## src/rtl/vram_update_queue_if.sv

```systemverilog
// rtl/vram_update_queue_if.sv - update request channel and VRAM write port bundle
interface vram_update_queue_if;
    logic        upd_valid;
    logic        upd_ready;
    logic [10:0] upd_addr;
    logic [31:0] upd_data;
    logic [3:0]  upd_byte_en;
    logic [10:0] vram_wraddress;
    logic [31:0] vram_data;
    logic [3:0]  vram_byteena;
    logic        vram_wren;

    // Producer of updates / consumer of the VRAM write port
    modport master (
        output upd_valid, upd_addr, upd_data, upd_byte_en,
        input  upd_ready, vram_wraddress, vram_data, vram_byteena, vram_wren
    );

    // The queue itself
    modport slave (
        input  upd_valid, upd_addr, upd_data, upd_byte_en,
        output upd_ready, vram_wraddress, vram_data, vram_byteena, vram_wren
    );
endinterface

```

## src/rtl/vram_update_queue.sv

```systemverilog
// rtl/vram_update_queue.sv - VRAM update FIFO committed only during the vsync window
module vram_update_queue #(
    parameter int DEPTH      = 16,
    parameter int VRAM_WORDS = 600,
    parameter int BUDGET     = 64
) (
    input  logic                     CLK,
    input  logic                     RESET_N,
    vram_update_queue_if.slave       bus,
    input  logic                     vs,
    output logic                     frame_tick,
    output logic [$clog2(DEPTH):0]   fifo_count,
    output logic                     drop_sticky,
    input  logic                     drop_clear
);
    localparam int AW = $clog2(DEPTH);
    localparam int PW = AW + 1;
    localparam int BW = $clog2(BUDGET + 1);
    localparam logic [10:0] LIMIT = 11'(VRAM_WORDS);

    typedef enum logic {S_IDLE, S_DRAIN} state_e;

    state_e         state_q, state_d;
    logic [PW-1:0]  wr_ptr_q, wr_ptr_d;
    logic [PW-1:0]  rd_ptr_q, rd_ptr_d;
    logic [BW-1:0]  budget_q, budget_d;
    logic           vs_q, vs_d;
    logic           frame_tick_q, frame_tick_d;
    logic           drop_q, drop_d;
    logic           wren_q, wren_d;
    logic [10:0]    addr_q, addr_d;
    logic [31:0]    data_q, data_d;
    logic [3:0]     be_q, be_d;

    // Each entry packs {addr, byte_en, data}
    logic [46:0]    mem_q [DEPTH];

    logic           full, empty, push, pop, vs_fall, head_in_range;
    logic [46:0]    head;
    logic [10:0]    head_addr;

    assign empty = (wr_ptr_q == rd_ptr_q);
    assign full  = (wr_ptr_q[AW] != rd_ptr_q[AW]) &&
                   (wr_ptr_q[AW-1:0] == rd_ptr_q[AW-1:0]);

    // Held low during reset so nothing is accepted into a FIFO being cleared
    assign bus.upd_ready = ~full & RESET_N;
    assign push          = bus.upd_valid & bus.upd_ready;

    assign head          = mem_q[rd_ptr_q[AW-1:0]];
    assign head_addr     = head[46:36];
    assign head_in_range = (head_addr < LIMIT);
    assign vs_fall       = vs_q & ~vs;

    // Window FSM, pop decision, budget accounting and write-port staging
    always_comb begin
        state_d      = state_q;
        budget_d     = budget_q;
        pop          = 1'b0;
        wren_d       = 1'b0;
        addr_d       = addr_q;
        data_d       = data_q;
        be_d         = be_q;
        drop_d       = drop_clear ? 1'b0 : drop_q;
        vs_d         = vs;
        frame_tick_d = vs_fall;
        case (state_q)
            S_IDLE: begin
                if (vs_fall) begin
                    state_d  = S_DRAIN;
                    budget_d = BW'(BUDGET);
                end
            end
            S_DRAIN: begin
                if (vs || empty) begin
                    state_d = S_IDLE;
                end else begin
                    pop = 1'b1;
                    if (head_in_range) begin
                        wren_d   = 1'b1;
                        addr_d   = head_addr;
                        be_d     = head[35:32];
                        data_d   = head[31:0];
                        budget_d = budget_q - BW'(1);
                        if (budget_q == BW'(1)) begin
                            state_d = S_IDLE;
                        end
                    end else begin
                        // A new drop outranks a simultaneous clear
                        drop_d = 1'b1;
                    end
                end
            end
            default: state_d = S_IDLE;
        endcase
        wr_ptr_d = wr_ptr_q + PW'(push);
        rd_ptr_d = rd_ptr_q + PW'(pop);
    end

    // Control and output registers
    always_ff @(posedge CLK or negedge RESET_N) begin
        if (!RESET_N) begin
            state_q      <= S_IDLE;
            wr_ptr_q     <= '0;
            rd_ptr_q     <= '0;
            budget_q     <= '0;
            vs_q         <= 1'b1;
            frame_tick_q <= 1'b0;
            drop_q       <= 1'b0;
            wren_q       <= 1'b0;
            addr_q       <= '0;
            data_q       <= '0;
            be_q         <= '0;
        end else begin
            state_q      <= state_d;
            wr_ptr_q     <= wr_ptr_d;
            rd_ptr_q     <= rd_ptr_d;
            budget_q     <= budget_d;
            vs_q         <= vs_d;
            frame_tick_q <= frame_tick_d;
            drop_q       <= drop_d;
            wren_q       <= wren_d;
            addr_q       <= addr_d;
            data_q       <= data_d;
            be_q         <= be_d;
        end
    end

    // Entry storage; validity is tracked by the pointers, so no reset needed
    always_ff @(posedge CLK) begin
        if (push) begin
            mem_q[wr_ptr_q[AW-1:0]] <= {bus.upd_addr, bus.upd_byte_en, bus.upd_data};
        end
    end

    assign bus.vram_wren      = wren_q;
    assign bus.vram_wraddress = addr_q;
    assign bus.vram_data      = data_q;
    assign bus.vram_byteena   = be_q;
    assign frame_tick         = frame_tick_q;
    assign drop_sticky        = drop_q;
    assign fifo_count         = wr_ptr_q - rd_ptr_q;
endmodule

```

## src/flat_wrapper.sv

```systemverilog
// flat-port wrapper written by rule: the top's interface ports become plain ports
module vram_update_queue_flat 
#(
    parameter int DEPTH      = 16,
    parameter int VRAM_WORDS = 600,
    parameter int BUDGET     = 64
)
  (CLK, RESET_N, vs, frame_tick, fifo_count, drop_sticky, drop_clear, bus_upd_valid, bus_upd_addr, bus_upd_data, bus_upd_byte_en, bus_upd_ready, bus_vram_wraddress, bus_vram_data, bus_vram_byteena, bus_vram_wren);
  vram_update_queue_if bus_i ();
  input  logic CLK;
  input  logic RESET_N;
  input  logic vs;
  output logic frame_tick;
  output logic [$clog2(DEPTH):0] fifo_count;
  output logic drop_sticky;
  input  logic drop_clear;
  input wire logic [$bits(bus_i.upd_valid)-1:0] bus_upd_valid;
  input wire logic [$bits(bus_i.upd_addr)-1:0] bus_upd_addr;
  input wire logic [$bits(bus_i.upd_data)-1:0] bus_upd_data;
  input wire logic [$bits(bus_i.upd_byte_en)-1:0] bus_upd_byte_en;
  output wire logic [$bits(bus_i.upd_ready)-1:0] bus_upd_ready;
  output wire logic [$bits(bus_i.vram_wraddress)-1:0] bus_vram_wraddress;
  output wire logic [$bits(bus_i.vram_data)-1:0] bus_vram_data;
  output wire logic [$bits(bus_i.vram_byteena)-1:0] bus_vram_byteena;
  output wire logic [$bits(bus_i.vram_wren)-1:0] bus_vram_wren;
  assign bus_i.upd_valid = bus_upd_valid;
  assign bus_i.upd_addr = bus_upd_addr;
  assign bus_i.upd_data = bus_upd_data;
  assign bus_i.upd_byte_en = bus_upd_byte_en;
  assign bus_upd_ready = bus_i.upd_ready;
  assign bus_vram_wraddress = bus_i.vram_wraddress;
  assign bus_vram_data = bus_i.vram_data;
  assign bus_vram_byteena = bus_i.vram_byteena;
  assign bus_vram_wren = bus_i.vram_wren;
  vram_update_queue #(.DEPTH(DEPTH), .VRAM_WORDS(VRAM_WORDS), .BUDGET(BUDGET)) u_core (.CLK(CLK), .RESET_N(RESET_N), .bus(bus_i), .vs(vs), .frame_tick(frame_tick), .fifo_count(fifo_count), .drop_sticky(drop_sticky), .drop_clear(drop_clear));
endmodule
```

## config.mk

```make
export PLATFORM = sky130hd
export DESIGN_NAME = vram_update_queue_flat
export DESIGN_NICKNAME = d
export VERILOG_FILES = /design/src/rtl/vram_update_queue_if.sv /design/src/rtl/vram_update_queue.sv /design/src/flat_wrapper.sv
export SDC_FILE = /design/constraint.sdc
export NUM_CORES = 1
export LEC_CHECK = 0
export CAP_MARGIN = 10
export CORE_MARGIN = 2
export CORE_UTILIZATION = 50
export CTS_BUF_LIST = sky130_fd_sc_hd__clkbuf_8
export DETAILED_ROUTE_END_ITERATION = 12
export PLACE_DENSITY = 0.7
export SETUP_SLACK_MARGIN = 0.2
export SLEW_MARGIN = 20
export SYNTH_ARGS = -nofsm -noshare
export SYNTH_HDL_FRONTEND = slang
export SYNTH_SLANG_ARGS = --single-unit
export TNS_END_PERCENT = 5
```

## constraint.sdc

```tcl
create_clock -name CLK -period 5.4 [get_ports CLK]
set_clock_uncertainty 0.1 [all_clocks]
set_input_delay 0.54 -clock CLK [delete_from_list [all_inputs] [get_ports CLK]]
set_output_delay 0.54 -clock CLK [all_outputs]
set_load 0.005 [all_outputs]
```

## Yosys cells after proc, flatten, opt, wreduce, memory -nomap -nowiden

Memory sizes are Yosys's and may differ from the RTL's.
Cells that the tools add are included.

| operators by class | value |
|---|---|
| $add $sub $neg | 4 |
| order comparisons | 1 |
| equality and inequality tests | 7 |
| mux-type cells | 20 |
| bitwise logic cells | 7 |
| reduce and logical (&&, ||, !) cells | 4 |

Operator list:

| operator | number |
|---|---|
| 7-bit 2-to-1 mux | 3 |
| 1-bit 2-to-1 mux | 15 |
| 7-bit one-hot mux with 2 select lines | 1 |
| 11-bit by 10-bit < comparator with 1-bit output (second input constant) | 1 |
| 5-bit by 1-bit adder with 5-bit output | 2 |
| 7-bit by 1-bit equality test with 1-bit output (second input constant) | 1 |
| 7-bit by 1-bit subtractor with 7-bit output (second input constant) | 1 |
| 3-bit AND reduction | 2 |
| 5-bit equality test | 1 |
| 5-bit subtractor | 1 |
| 4-bit equality test | 1 |
| 2-bit != test (second input constant) | 2 |
| 1-bit inverter | 4 |
| 1-bit AND | 3 |
| 2-bit by 1-bit != test with 1-bit output (second input constant) | 1 |
| 1-bit one-hot mux with 2 select lines | 1 |
| 1-bit logical AND | 1 |
| 1-bit logical OR | 1 |
| 1-bit != test | 1 |

| storage, ports and cells | value |
|---|---|
| bits in registers | 69 |
| bits in writable memories | 752 |
| input port bits | 52 |
| logic and storage cells | 55 |
| memories kept | 1 |

Memory list:

| name | depth | width | read ports | clocked after memory_dff | wr ports | line | text |
|---|---|---|---|---|---|---|---|
| u_core.mem_q | 16 | 47 | 1 | 0 | 1 | vram_update_queue.sv:36 | `logic [46:0] mem_q [DEPTH];` |

## Logic depth before layout (Yosys ltp)

| depth | value |
|---|---|
| depth after elaboration | 7 |
| mapped depth | 14 |
| depth with buffers taken out | 9 |

## Least setup slack after synthesis

OpenSTA, ideal clock, no wires.

| path | value |
|---|---|
| path type | reg2reg |
| from | reg u_core.rd_ptr_q[3] |
| to | mem u_core.mem_q[0][0], enable pin |
| library setup time | 0.510 ns |
| data arrival time | 5.474 ns |
| slack | -0.683 ns |
| cell stages (with the launch flop) | 11 |
| buffers on the path | 3 |
| clock period less this slack | 6.083 ns |
| cell sequence | dfrtp_1 clkbuf_1 inv_2 buf_1 ha_1 nand4_1 o21a_1 and2_1 clkbuf_1 nand3_1 nor3_1 |

| between the ends | value |
|---|---|
| word-level cells in the longest chain between the ends | 7 |

Ends and longest elaborated chain:

| item | line | text |
|---|---|---|
| start, declared | vram_update_queue.sv:25 | `logic [PW-1:0] rd_ptr_q, rd_ptr_d;` |
| start signal, assigned | vram_update_queue.sv:117 | `rd_ptr_q <= rd_ptr_d;` |
| 4-bit equality test | vram_update_queue.sv:44 | `(wr_ptr_q[AW-1:0] == rd_ptr_q[AW-1:0]);` |
| 1-bit logical AND | vram_update_queue.sv:43 | `assign full = (wr_ptr_q[AW] != rd_ptr_q[AW]) &&` |
| 1-bit inverter | vram_update_queue.sv:47 | `assign bus.upd_ready = ~full & RESET_N;` |
| 1-bit AND | vram_update_queue.sv:47 |  |
| via bus_upd_ready | flat_wrapper.sv:21 | `output wire logic [$bits(bus_i.upd_ready)-1:0] bus_upd_ready;` |
| 1-bit AND | vram_update_queue.sv:48 | `assign push = bus.upd_valid & bus.upd_ready;` |
| 1-bit 2-to-1 mux | vram_update_queue.sv:131 | `if (push) begin` |
| 1-bit 2-to-1 mux (not written as such) | vram_update_queue.sv:132 | `mem_q[wr_ptr_q[AW-1:0]] <= {bus.upd_addr, bus.upd_byte_en, bus.upd_data};` |
| end, declared | vram_update_queue.sv:36 |  |

The timed path passes the listed nets, and every way through them passes these cells.

## Worst setup path in the final report

| path | value |
|---|---|
| from | reg u_core.rd_ptr_q[1] |
| to | out fifo_count[4] |

| between the ends | value |
|---|---|
| word-level cells in the longest chain between the ends | 1 |

Ends and longest elaborated chain:

| item | line | text |
|---|---|---|
| 5-bit subtractor | vram_update_queue.sv:142 | `assign fifo_count = wr_ptr_q - rd_ptr_q;` |
| end, declared | flat_wrapper.sv:14 | `output logic [$clog2(DEPTH):0] fifo_count;` |

No other way between the ends.

==> run metrics <==
Int Power=12.4 mW; clock group share of total power=26.7%; final critical-path required period=4.68 ns; critical path class=reg -> out; DRT met1 WL=27100 um; initial core utilization=50.6%; port bufs=107; worst reg2reg path depth=8; Row Count=91; ys async rst share=8.40%; met3 wire length=4130 um; Worst Hold Path EP=u_core.vs_q; Finished Core Util=58.0%; hpwl dp=34600 um; Resized cells post-CTS=0; first drt pass iteration count=5; NumNets Final=1573; WP depth=7; count leader, synth=edfxtp_1; CTS Buf Count=121; Seq cells post-synth=821; clk_lat worst skew=0.72 ns; first-pass GRT wire length=94200 um; initial antenna violation count=1; syn_nets=1371; nature of the critical path startpoint=flop; Final Wtd Congestion=0.733; ys flop type=edfxtp_1; Hold Startpoint=vs; post-DR vias/cell=5.80; CORE AREA=0.0617 sq mm; Die X=254 um; DRC errors left=0; hold_ws=0.197 ns; worst path arrival time=4.04 ns; Worst Tran Pin Value=0.978 ns; hold path cells=1; number of synthesized flops with an enable pin=752; hold crit path type=in -> reg; H-Tree Level Count=3; Synth top cells by count=752 x edfxtp_1, 224 x mux4_2, 68 x dfrtp_1; top cell type's share of synthesized area=72.3%; Tcrit/Tclk final=86.6%; Max Cap Viol=0; fmax=214 MHz; Crit. End Element=output pin; Avg Inst Size Synth=23.9 sq um; Leak=11.7 nW; Layout fillers=4493; status=finished clean; Worst path max stage delay=1.04 ns; Global Route Usage Sum=20.1%; wire per inst=25.6 um; Seq/Total Area, Yosys=77.8%; RSZ-0062 raised after global routing=no; CTS sink count=821; YS warnings=0; gr ovfl total=0; family with the most delay on the worst path=buffers and inverters; Root Buffer=clkbuf_8; drt initial violations=1229; Setup Buffers After CTS=0; layout cells sized above 1=29.1%; number of global-route vias before repair=14807; die height=254 um; Synth area leaders=edfxtp_1 72%, mux4_2 16%, dfrtp_1 5.4%; Switch Pwr=4.84 mW; CP Max Fanout=60; CTS tree=built; Reg power frac=46.7%; met2 routed WL=30600 um; Die ar.=0.0645 sq mm; Finish-stage setup viols=0; Via Count=14218; cts hold-fix bufs=1; total power density per cell area=481 mW/mm^2; Final Power=17.2 mW; worst-case clock buffer depth=3; Area Growth Syn to Fin=14.5%; CP bufs+invs=3; critical path cell sequence=buf_4 -> fa_1 -> inv_1 -> a21o_1 -> a21oi_1 -> xnor2_1 -> clkdlybuf4s50_1; reg2reg end=u_core.mem_q[14][28]; Crit path required time=4.76 ns; clock-pin slew of the registers on the worst-case setup and hold paths=0.06 ns; Crit-path slowest cell=dfrtp_4; final WL=62800 um; Final ANT Viol Nets=0; pin count of the biggest net entering global routing=61; Slew Viols, Final=0; Mapped Cells=1308; Final Hold Vio Count=0; Sw Share=28.1%; post-synthesis cell type count=48; Top Ports=108; Slew headroom=34.6%; Highest Signal Layer=met4; flop2flop setup slack=0.94 ns; Critical R2R Launch=u_core.rd_ptr_q[2]; combinational share of power=26.6%; Synth Cell Area=0.0313 sq mm; Worst VDD drop=0.000303 V; Yosys top cell by area=edfxtp_1
how the worst max path moves through the flow:
stage                                   from                   end
after floorplan           u_core.rd_ptr_q[3]    u_core.mem_q[3][0]
after global placement    u_core.rd_ptr_q[2]  u_core.mem_q[14][20]
after detailed placement  u_core.rd_ptr_q[2]   u_core.mem_q[4][28]
after CTS                 u_core.rd_ptr_q[1]         fifo_count[4]
after global routing      u_core.rd_ptr_q[1]         fifo_count[4]
final                     u_core.rd_ptr_q[1]         fifo_count[4]
routing by layer:
layer	vias up	track usage, %
met4	0	5.65
met3	75	3.54
li1	5964	-
met5	-	0
met1	7662	29.4
met2	517	31.6
stage by stage:
stage          instance area (sq um)  TNS [ns]  cells  worst slack, ns
6_report                       35800         0   2452            0.723
5_1_grt                        35800         0   2452            0.435
4_1_cts                        35800         0   2451            0.585
3_5_place_dp                   33500         0   2223            0.970
3_3_place_gp                   33500         0   2223             1.10
2_1_floorplan                  31300    -96.19   1308           -0.683
layout make-up:
type / instances / area [sq um] / area share [%]
sequential: 821 / 24300 / 68.0
multi-input combinational: 409 / 6680 / 18.7
clock buffer: 132 / 1820 / 5.08
timing repair buffer: 142 / 1420 / 3.97
tap: 837 / 1050 / 2.93
clock inverter: 95 / 443 / 1.24
inverter: 15 / 57.6 / 0.161
antenna: 1 / 2.50 / 0.00699
cell usage in the layout (no fill, tap or decap), drive strengths merged, types with 2 or more instances in the layout:
| master | n |
|---|---|
| edfxtp | 752 |
| mux4 | 224 |
| clkbuf | 132 |
| clkdlybuf4s50 | 106 |
| dfrtp | 68 |
| inv | 58 |
| mux2 | 49 |
| clkinv | 46 |
| buf | 35 |
| nor2 | 20 |
| mux2i | 17 |
| nand2 | 16 |
| ha | 10 |
| nand3 | 9 |
| xnor2 | 8 |
| o22ai | 7 |
| nand2b | 6 |
| nor2b | 5 |
| clkinvlp | 4 |
| nor3 | 4 |
| xor2 | 3 |
| a21o | 3 |
| a21oi | 3 |
| or2 | 2 |
| o31ai | 2 |
| o21ai | 2 |
| a221o | 2 |
| bufinv | 2 |
flip-flops by register name, summed over array words and instances, names as in the netlist, 4 cells and up:
signal	flops
u_core.rd_ptr_q	5
u_core.bus.vram_wraddress	11
u_core.bus.vram_data	32
u_core.bus.vram_byteena	4
u_core.mem_q	752
u_core.wr_ptr_q	5
u_core.budget_q	7
kinds of logic (layout without fill, tap and decap cells):
kind of cell / after synthesis / count (layout) / share of synthesized area [%]
buffers and inverters: 78 / 384 / 1.25
other: 0 / 1 / 0
xor gates and xnor gates: 11 / 11 / 0.308
AOI/OAI and AO/OA: 29 / 29 / 0.705
adders and majority gates: 11 / 11 / 0.464
DFF: 821 / 821 / 77.8
and+or+nand+nor: 68 / 68 / 1.04
muxes: 290 / 290 / 18.5
power by group through the flow:
stage          logic (mW)  clock network, mW  registers [mW]
3_3_place_gp         4.58                  0            8.17
6_report             4.58               4.59            8.05
5_1_grt              4.92               4.97            8.12
3_5_place_dp         4.65                  0            8.19
4_1_cts              4.67               4.70            8.07
2_1_floorplan        3.36                  0            7.79
No activity file was read; power rests on OpenSTA's default activity.
